`config.mk`:
```
export PLATFORM = sky130hd
export DESIGN_NAME = aes_key_schedule
export DESIGN_NICKNAME = d
export VERILOG_FILES = /design/src/rtl/aes_key_schedule.sv
export SDC_FILE = /design/constraint.sdc
export NUM_CORES = 2
export LEC_CHECK = 0
export ABC_AREA = 1
export BUFFER_PORTS_ARGS = -buffer_cell sky130_fd_sc_hd__buf_2
export CAP_MARGIN = 20
export CELL_PAD_IN_SITES_DETAIL_PLACEMENT = 1
export CELL_PAD_IN_SITES_GLOBAL_PLACEMENT = 2
export CORE_ASPECT_RATIO = 0.5
export CORE_MARGIN = 8
export CORE_UTILIZATION = 36
export DETAILED_ROUTE_END_ITERATION = 8
export GPL_ROUTABILITY_DRIVEN = 0
export HOLD_SLACK_MARGIN = 0.02
export PLACE_DENSITY = 0.8
export REMOVE_ABC_BUFFERS = 1
export SYNTH_ARGS = -nofsm -noshare
export SYNTH_HDL_FRONTEND = slang
export SYNTH_HIERARCHICAL = 1
export SYNTH_SLANG_ARGS = --single-unit
```
`constraint.sdc`:
```
create_clock -name clk -period 5.5 [get_ports clk]
set_input_delay 1.1 -clock clk [delete_from_list [all_inputs] [get_ports clk]]
set_output_delay 1.1 -clock clk [all_outputs]
set_load 0.02 [all_outputs]
```
`src/rtl/aes_key_schedule.sv`:
```
// AES-128 sequential key expansion.
// aes_round_key_gen derives round key i+1 from round key i (combinational).
// aes_key_schedule steps it once per clock and holds every round key
// in a register file that the cipher datapath reads by round index.

module aes_round_key_gen (
  input  logic [3:0]   rc,
  input  logic [127:0] inkey,
  output logic [127:0] outkey
);

  // Forward S-box; row r of the table holds entries 16r..16r+15, entry 0 in the MSBs.
  localparam logic [2047:0] SBOX = {
    128'h637c777bf26b6fc53001672bfed7ab76,
    128'hca82c97dfa5947f0add4a2af9ca472c0,
    128'hb7fd9326363ff7cc34a5e5f171d83115,
    128'h04c723c31896059a071280e2eb27b275,
    128'h09832c1a1b6e5aa0523bd6b329e32f84,
    128'h53d100ed20fcb15b6acbbe394a4c58cf,
    128'hd0efaafb434d338545f9027f503c9fa8,
    128'h51a3408f929d38f5bcb6da2110fff3d2,
    128'hcd0c13ec5f974417c4a77e3d645d1973,
    128'h60814fdc222a908846eeb814de5e0bdb,
    128'he0323a0a4906245cc2d3ac629195e479,
    128'he7c8376d8dd54ea96c56f4ea657aae08,
    128'hba78252e1ca6b4c6e8dd741f4bbd8b8a,
    128'h703eb5664803f60e613557b986c11d9e,
    128'he1f8981169d98e949b1e87e9ce5528df,
    128'h8ca1890dbfe6426841992d0fb054bb16
  };

  function automatic logic [7:0] sbox(input logic [7:0] b);
    logic [10:0] idx;
    idx  = {b, 3'b000};
    sbox = SBOX[11'd2047 - idx -: 8];
  endfunction

  // Round constant for rounds 1..10; rc 0 maps to round 1.
  function automatic logic [7:0] rcon(input logic [3:0] r);
    case (r)
      4'd0:    rcon = 8'h01;
      4'd1:    rcon = 8'h02;
      4'd2:    rcon = 8'h04;
      4'd3:    rcon = 8'h08;
      4'd4:    rcon = 8'h10;
      4'd5:    rcon = 8'h20;
      4'd6:    rcon = 8'h40;
      4'd7:    rcon = 8'h80;
      4'd8:    rcon = 8'h1b;
      4'd9:    rcon = 8'h36;
      default: rcon = 8'h00;
    endcase
  endfunction

  logic [31:0] w0_s, w1_s, w2_s, w3_s;
  logic [31:0] temp_s;
  logic [31:0] n0_s, n1_s, n2_s, n3_s;

  // RotWord + SubWord + Rcon on the last word, then the running XOR chain.
  always_comb begin
    w0_s   = inkey[127:96];
    w1_s   = inkey[95:64];
    w2_s   = inkey[63:32];
    w3_s   = inkey[31:0];
    temp_s = {sbox(w3_s[23:16]), sbox(w3_s[15:8]), sbox(w3_s[7:0]), sbox(w3_s[31:24])}
             ^ {rcon(rc), 24'h000000};
    n0_s   = w0_s ^ temp_s;
    n1_s   = n0_s ^ w1_s;
    n2_s   = n1_s ^ w2_s;
    n3_s   = n2_s ^ w3_s;
    outkey = {n0_s, n1_s, n2_s, n3_s};
  end

endmodule

module aes_key_schedule #(
  parameter int NR     = 10,
  parameter int RD_REG = 0
) (
  input  logic         clk,
  input  logic         rst_n,
  input  logic         start,
  input  logic [127:0] key_in,
  output logic         busy,
  output logic         done,
  output logic         keys_valid,
  input  logic [3:0]   rd_addr,
  output logic [127:0] rd_key
);

  typedef enum logic {
    ST_IDLE   = 1'b0,
    ST_EXPAND = 1'b1
  } state_t;

  // Final counter value; rc never goes past it, so it cannot wrap.
  localparam logic [3:0] RC_LAST = 4'(NR - 1);

  state_t       state_q, state_d;
  logic [3:0]   rc_q, rc_d;
  logic         busy_q, busy_d;
  logic         done_q, done_d;
  logic         keys_valid_q, keys_valid_d;
  logic [127:0] key_q [0:NR];
  logic [127:0] key_d [0:NR];

  logic [127:0] gen_inkey_s;
  logic [127:0] gen_outkey_s;
  logic [127:0] rd_sel_s;

  // Single generator instance; its input is always the key indexed by rc.
  aes_round_key_gen u_gen (
    .rc     (rc_q),
    .inkey  (gen_inkey_s),
    .outkey (gen_outkey_s)
  );

  // Select key[rc] as the generator input (one-hot OR mux).
  always_comb begin
    gen_inkey_s = 128'h0;
    for (int i = 0; i <= NR; i++) begin
      gen_inkey_s = gen_inkey_s | ((rc_q == 4'(i)) ? key_q[i] : 128'h0);
    end
  end

  // Next-state logic for the two-state expansion FSM and the key file.
  always_comb begin
    state_d      = state_q;
    rc_d         = rc_q;
    busy_d       = busy_q;
    done_d       = 1'b0;
    keys_valid_d = keys_valid_q;
    key_d        = key_q;
    case (state_q)
      ST_IDLE: begin
        if (start) begin
          key_d[0]     = key_in;
          rc_d         = 4'd0;
          keys_valid_d = 1'b0;
          busy_d       = 1'b1;
          state_d      = ST_EXPAND;
        end else begin
          state_d = ST_IDLE;
        end
      end
      ST_EXPAND: begin
        for (int i = 1; i <= NR; i++) begin
          key_d[i] = (rc_q == 4'(i - 1)) ? gen_outkey_s : key_q[i];
        end
        if (rc_q == RC_LAST) begin
          state_d      = ST_IDLE;
          busy_d       = 1'b0;
          done_d       = 1'b1;
          keys_valid_d = 1'b1;
          rc_d         = 4'd0;
        end else begin
          rc_d = rc_q + 4'd1;
        end
      end
      default: begin
        state_d = ST_IDLE;
        busy_d  = 1'b0;
        rc_d    = 4'd0;
      end
    endcase
  end

  // State, flags and key file; reset clears the whole schedule.
  always_ff @(posedge clk or negedge rst_n) begin
    if (!rst_n) begin
      state_q      <= ST_IDLE;
      rc_q         <= 4'd0;
      busy_q       <= 1'b0;
      done_q       <= 1'b0;
      keys_valid_q <= 1'b0;
      for (int i = 0; i <= NR; i++) begin
        key_q[i] <= 128'h0;
      end
    end else begin
      state_q      <= state_d;
      rc_q         <= rc_d;
      busy_q       <= busy_d;
      done_q       <= done_d;
      keys_valid_q <= keys_valid_d;
      for (int i = 0; i <= NR; i++) begin
        key_q[i] <= key_d[i];
      end
    end
  end

  assign busy       = busy_q;
  assign done       = done_q;
  assign keys_valid = keys_valid_q;

  // Read mux; indices beyond NR return zero.
  always_comb begin
    rd_sel_s = 128'h0;
    for (int i = 0; i <= NR; i++) begin
      rd_sel_s = rd_sel_s | ((rd_addr == 4'(i)) ? key_q[i] : 128'h0);
    end
  end

  generate
    if (RD_REG != 0) begin : g_rd_reg
      logic [127:0] rd_key_q;

      // Registered read: rd_key follows rd_addr one edge later.
      always_ff @(posedge clk or negedge rst_n) begin
        if (!rst_n) begin
          rd_key_q <= 128'h0;
        end else begin
          rd_key_q <= rd_sel_s;
        end
      end

      assign rd_key = rd_key_q;
    end else begin : g_rd_comb
      assign rd_key = rd_sel_s;
    end
  endgenerate

endmodule

```
==> PnR_summary.wiki <==
{| class="wikitable"
! Metric !! Value
|-
| Outcome || finished, final reports clean
|-
| Global routing usage summed across all routing layers || 0.325
|-
| Post-synthesis sequential area ratio || 0.391
|-
| Inserted Clock Buffers || 159
|-
| Worst R2R Path Depth || 27
|-
| Area of the die || 269,000 µm²
|-
| Crit Path Class || reg -> reg
|-
| CTS HTree Levels || 4
|-
| Layout Utilization || 0.404
|-
| Hold Slack || 154 ps
|-
| Worst Path Max Fanout || 22
|-
| Number of optimization iterations in the first detailed-route pass || 6
|-
| Post-DP HPWL || 287,000 µm
|-
| First-pass GRT wire length || 674,000 µm
|-
| WP data arrival || 6030 ps
|-
| Worst min-delay path category || in -> async
|-
| Top-Level Pins || between 200 and 300
|-
| Total count of max-transition violations in the final report || 0
|-
| Final Instance Area || 101,000 µm²
|-
| Yosys top cell by area || dfrtp_1
|-
| Headroom to the max-slew limit || 0.228
|-
| Core Region || 250,000 µm²
|-
| Max Cap Viol || 0
|-
| Maximum number of pins on one net before global-route repair || 154
|-
| Synthesized-area fraction occupied by and/or/nand/nor cells || 0.440
|-
| Post-synthesis mux area share || 0
|-
| Commonest cells after routing, fill and taps aside || nand2_1 (4,350), nand3_1 (3,574), dfrtp_1 (1,413)
|-
| Number of nets with antenna violations after detailed routing || 0
|-
| Top area cells in the synthesized netlist || dfrtp_1 (39%), nand3_1 (20%), nand2_1 (18%)
|-
| Unrepaired setup endpoints after global routing || no
|-
| Antenna violations before repair || 13
|-
| Crit share post-route || 0.972
|-
| Worst slew pin tran || between 1000 and 1500 ps
|-
| Setup TNS || 0 ps
|-
| Clock period minus worst slack || 5350 ps
|-
| Post-Syn Instances || 13,900
|-
| Final clock skew || between 40 and 50 ps
|-
| 1st-iter DRT viols || 10,300
|-
| Share of the synthesized area in compound gates (AO/OA/AOI/OAI) || 0.0823
|-
| Number of I/O port buffers || between 200 and 300
|-
| Hold violation count in the final report || 0
|-
| Vias in the first global route || 101,000
|-
| Chip Width || 725 µm
|-
| Nets || 13,900
|-
| Clock tree from TritonCTS || built
|-
| Total congestion overflow || 0
|-
| Flip-flop and latch count after synthesis || 1,416
|-
| Placed cell area || approximately 96,000 µm²
|-
| Worst reg2reg setup slack || between 150 and 200 ps
|-
| Maximum clock frequency || 0.187 GHz
|-
| Synth Cell Area || 90,500 µm²
|-
| Fraction of post-synthesis cell area in the top cell type by area || 0.391
|-
| Yosys warning total || 6
|-
| Sinks on the clock net || 1,416
|-
| Wire per inst || ~26 µm
|-
| Combinational family with the most area after synthesis || simple AND/OR/NAND/NOR gates
|-
| Terminus of the critical flop-to-flop path || key_q[144]
|-
| Setup violation total in the final timing report || 0
|-
| CP Capture Type || flip-flop
|-
| Type of element launching the critical path || flip-flop
|-
| Most common library cell in the layout ignoring fill and taps || nand2_1
|-
| Adder-cell share of the synthesized area || 0.00810
|-
| Via density || slightly below 6
|-
| Max clock buf depth || 4
|-
| Critical path's most frequent cell || nand2_1
|-
| Clock insertion delay at the later pin of the skew report || 860 ps
|-
| DR vias || approximately 100k
|-
| Initial core utilization || 0.361
|-
| Post-synthesis xor/xnor area fraction || 0.000774
|-
| Slowest stage cell on the critical path || dfrtp_1
|-
| Total wire length after detailed routing || ~450,000 µm
|-
| Die boundary height || ~370 µm
|-
| DRC violations left || 0
|-
| Fraction of final layout cells with drive strength greater than 1 || 0.0777
|-
| Mean instance size in the synthesized netlist || 6.51 µm²
|-
| Number of rows in the core area || 130
|-
| Post-CTS clock slew at the launch and capture registers of the worst setup and hold paths || approximately 70 ps
|-
| Required @ worst endpoint || 6180 ps
|-
| Crit-path leading delay family || simple AND/OR/NAND/NOR gates
|-
| Worst stage delay on the critical path || 600 ps
|-
| Area growth from synthesis to layout || 11.7%
|-
| Buffers plus inverters on the worst setup path || 5
|-
| Root buffer selected by CTS || clkbuf_16
|-
| Startpoint of the worst-slack reg-to-reg timing path || rc_q[2]
|-
| Post-synthesis cell type count || 42
|}
-- final cells by class --
| class | instances | area (µm²) |
|---|---|---|
| Clock inverter | 37 | 515 |
| Antenna cell | 3 | 7.51 |
| Inverter | 628 | 2390 |
| Tap cell | 3366 | 4210 |
| Timing Repair Buffer | 654 | 5570 |
| Fill cell | 32300 | 149000 |
| Multi-Input combinational cell | 10800 | 48400 |
| Sequential cell | 1416 | 35400 |
| Clock buffer | 227 | 4620 |
-- sequential cells by signal (all words and copies together), names as in the netlist --
signal and flops:
state_q 1, busy 1, keys_valid 1, key_q 1408
done 1, rc_q 4
-- synthesized netlist by cell type (all sizes together) --
| master | instances |
|---|---|
| nand2 | 4429 |
| nand3 | 3604 |
| dfrtp | 1416 |
| o21ai | 1353 |
| nor2 | 1213 |
| inv | 618 |
| clkbuf | 532 |
| buf | 514 |
| a21oi | 96 |
| ha | 57 |
| nand4 | 15 |
| o211ai | 14 |
| nand3b | 12 |
| clkinv | 10 |
| xor2 | 6 |
| a31oi | 4 |
| or2 | 3 |
| nor3 | 2 |
| o21a | 2 |
| xnor2 | 2 |
| fa | 1 |
| o21bai | 1 |
| o22ai | 1 |
| o31ai | 1 |
-- per-layer routing --
metal | part of all wire | global-route usage | vias to the layer above
met4 | 0.037 | 0.112 | 10
met5 | 0.00013 | 0 | -
met1 | 0.44 | 0.452 | 50500
li1 | - | - | 45100
met3 | 0.082 | 0.0576 | 939
met2 | 0.44 | 0.507 | 4299
-- repair_timing --
action,4_1_cts,5_1_grt
hold endpoints to repair,0,0
gates resized for setup,0,7
setup endpoints to repair,0,193
hold buffers,0,0
buffers inserted,0,3
-- through the flow --
step,worst slack [ps],std cells
2_1_floorplan,-16450,12900
3_3_place_gp,291,16900
3_5_place_dp,247,16900
4_1_cts,214,17100
5_1_grt,0.709,17100
6_report,152,17100
-- kinds of logic (layout without fill, tap and decap cells) --
kind of cell | after synthesis | in the layout
buffers and inverters | 1674 | 1546
AO/OA/AOI/OAI | 1472 | 1472
XOR/XNOR | 8 | 8
AND/OR/NAND/NOR | 9278 | 9278
adder cells (fa/ha/maj) | 58 | 58
other | 0 | 3
flip-flops | 1416 | 1416
-- worst reg2reg max path, delay by kind of cell (launching register included) --
| kind | cells | cell delay, ps |
|---|---|---|
| AOI/OAI and AO/OA | 1 | 140 |
| adders and majority gates | 1 | 530 |
| buffers and inverters | 5 | 960 |
| DFF | 1 | 600 |
| and+or+nand+nor | 20 | 2960 |
-- how the worst max path moves through the flow --
| stage | from | endpoint | slack [ps] | cells after the start |
|---|---|---|---|---|
| 6_report | rc_q[2] | key_q[144] | 150 | 27 |
| 5_1_grt | rc_q[2] | key_q[771] | 0.7 | 25 |
| 4_1_cts | rc_q[0] | key_q[0] | 210 | 26 |
| 3_5_place_dp | rc_q[0] | key_q[128] | 250 | 26 |
| 3_3_place_gp | rc_q[0] | key_q[128] | 290 | 26 |
| 2_1_floorplan | rd_addr[2] | rd_key[10] | -16450 | 5 |
Power is left out: the tool's default activity adds up to more than one toggle a clock period on the data nets, which glitch-free logic cannot reach.
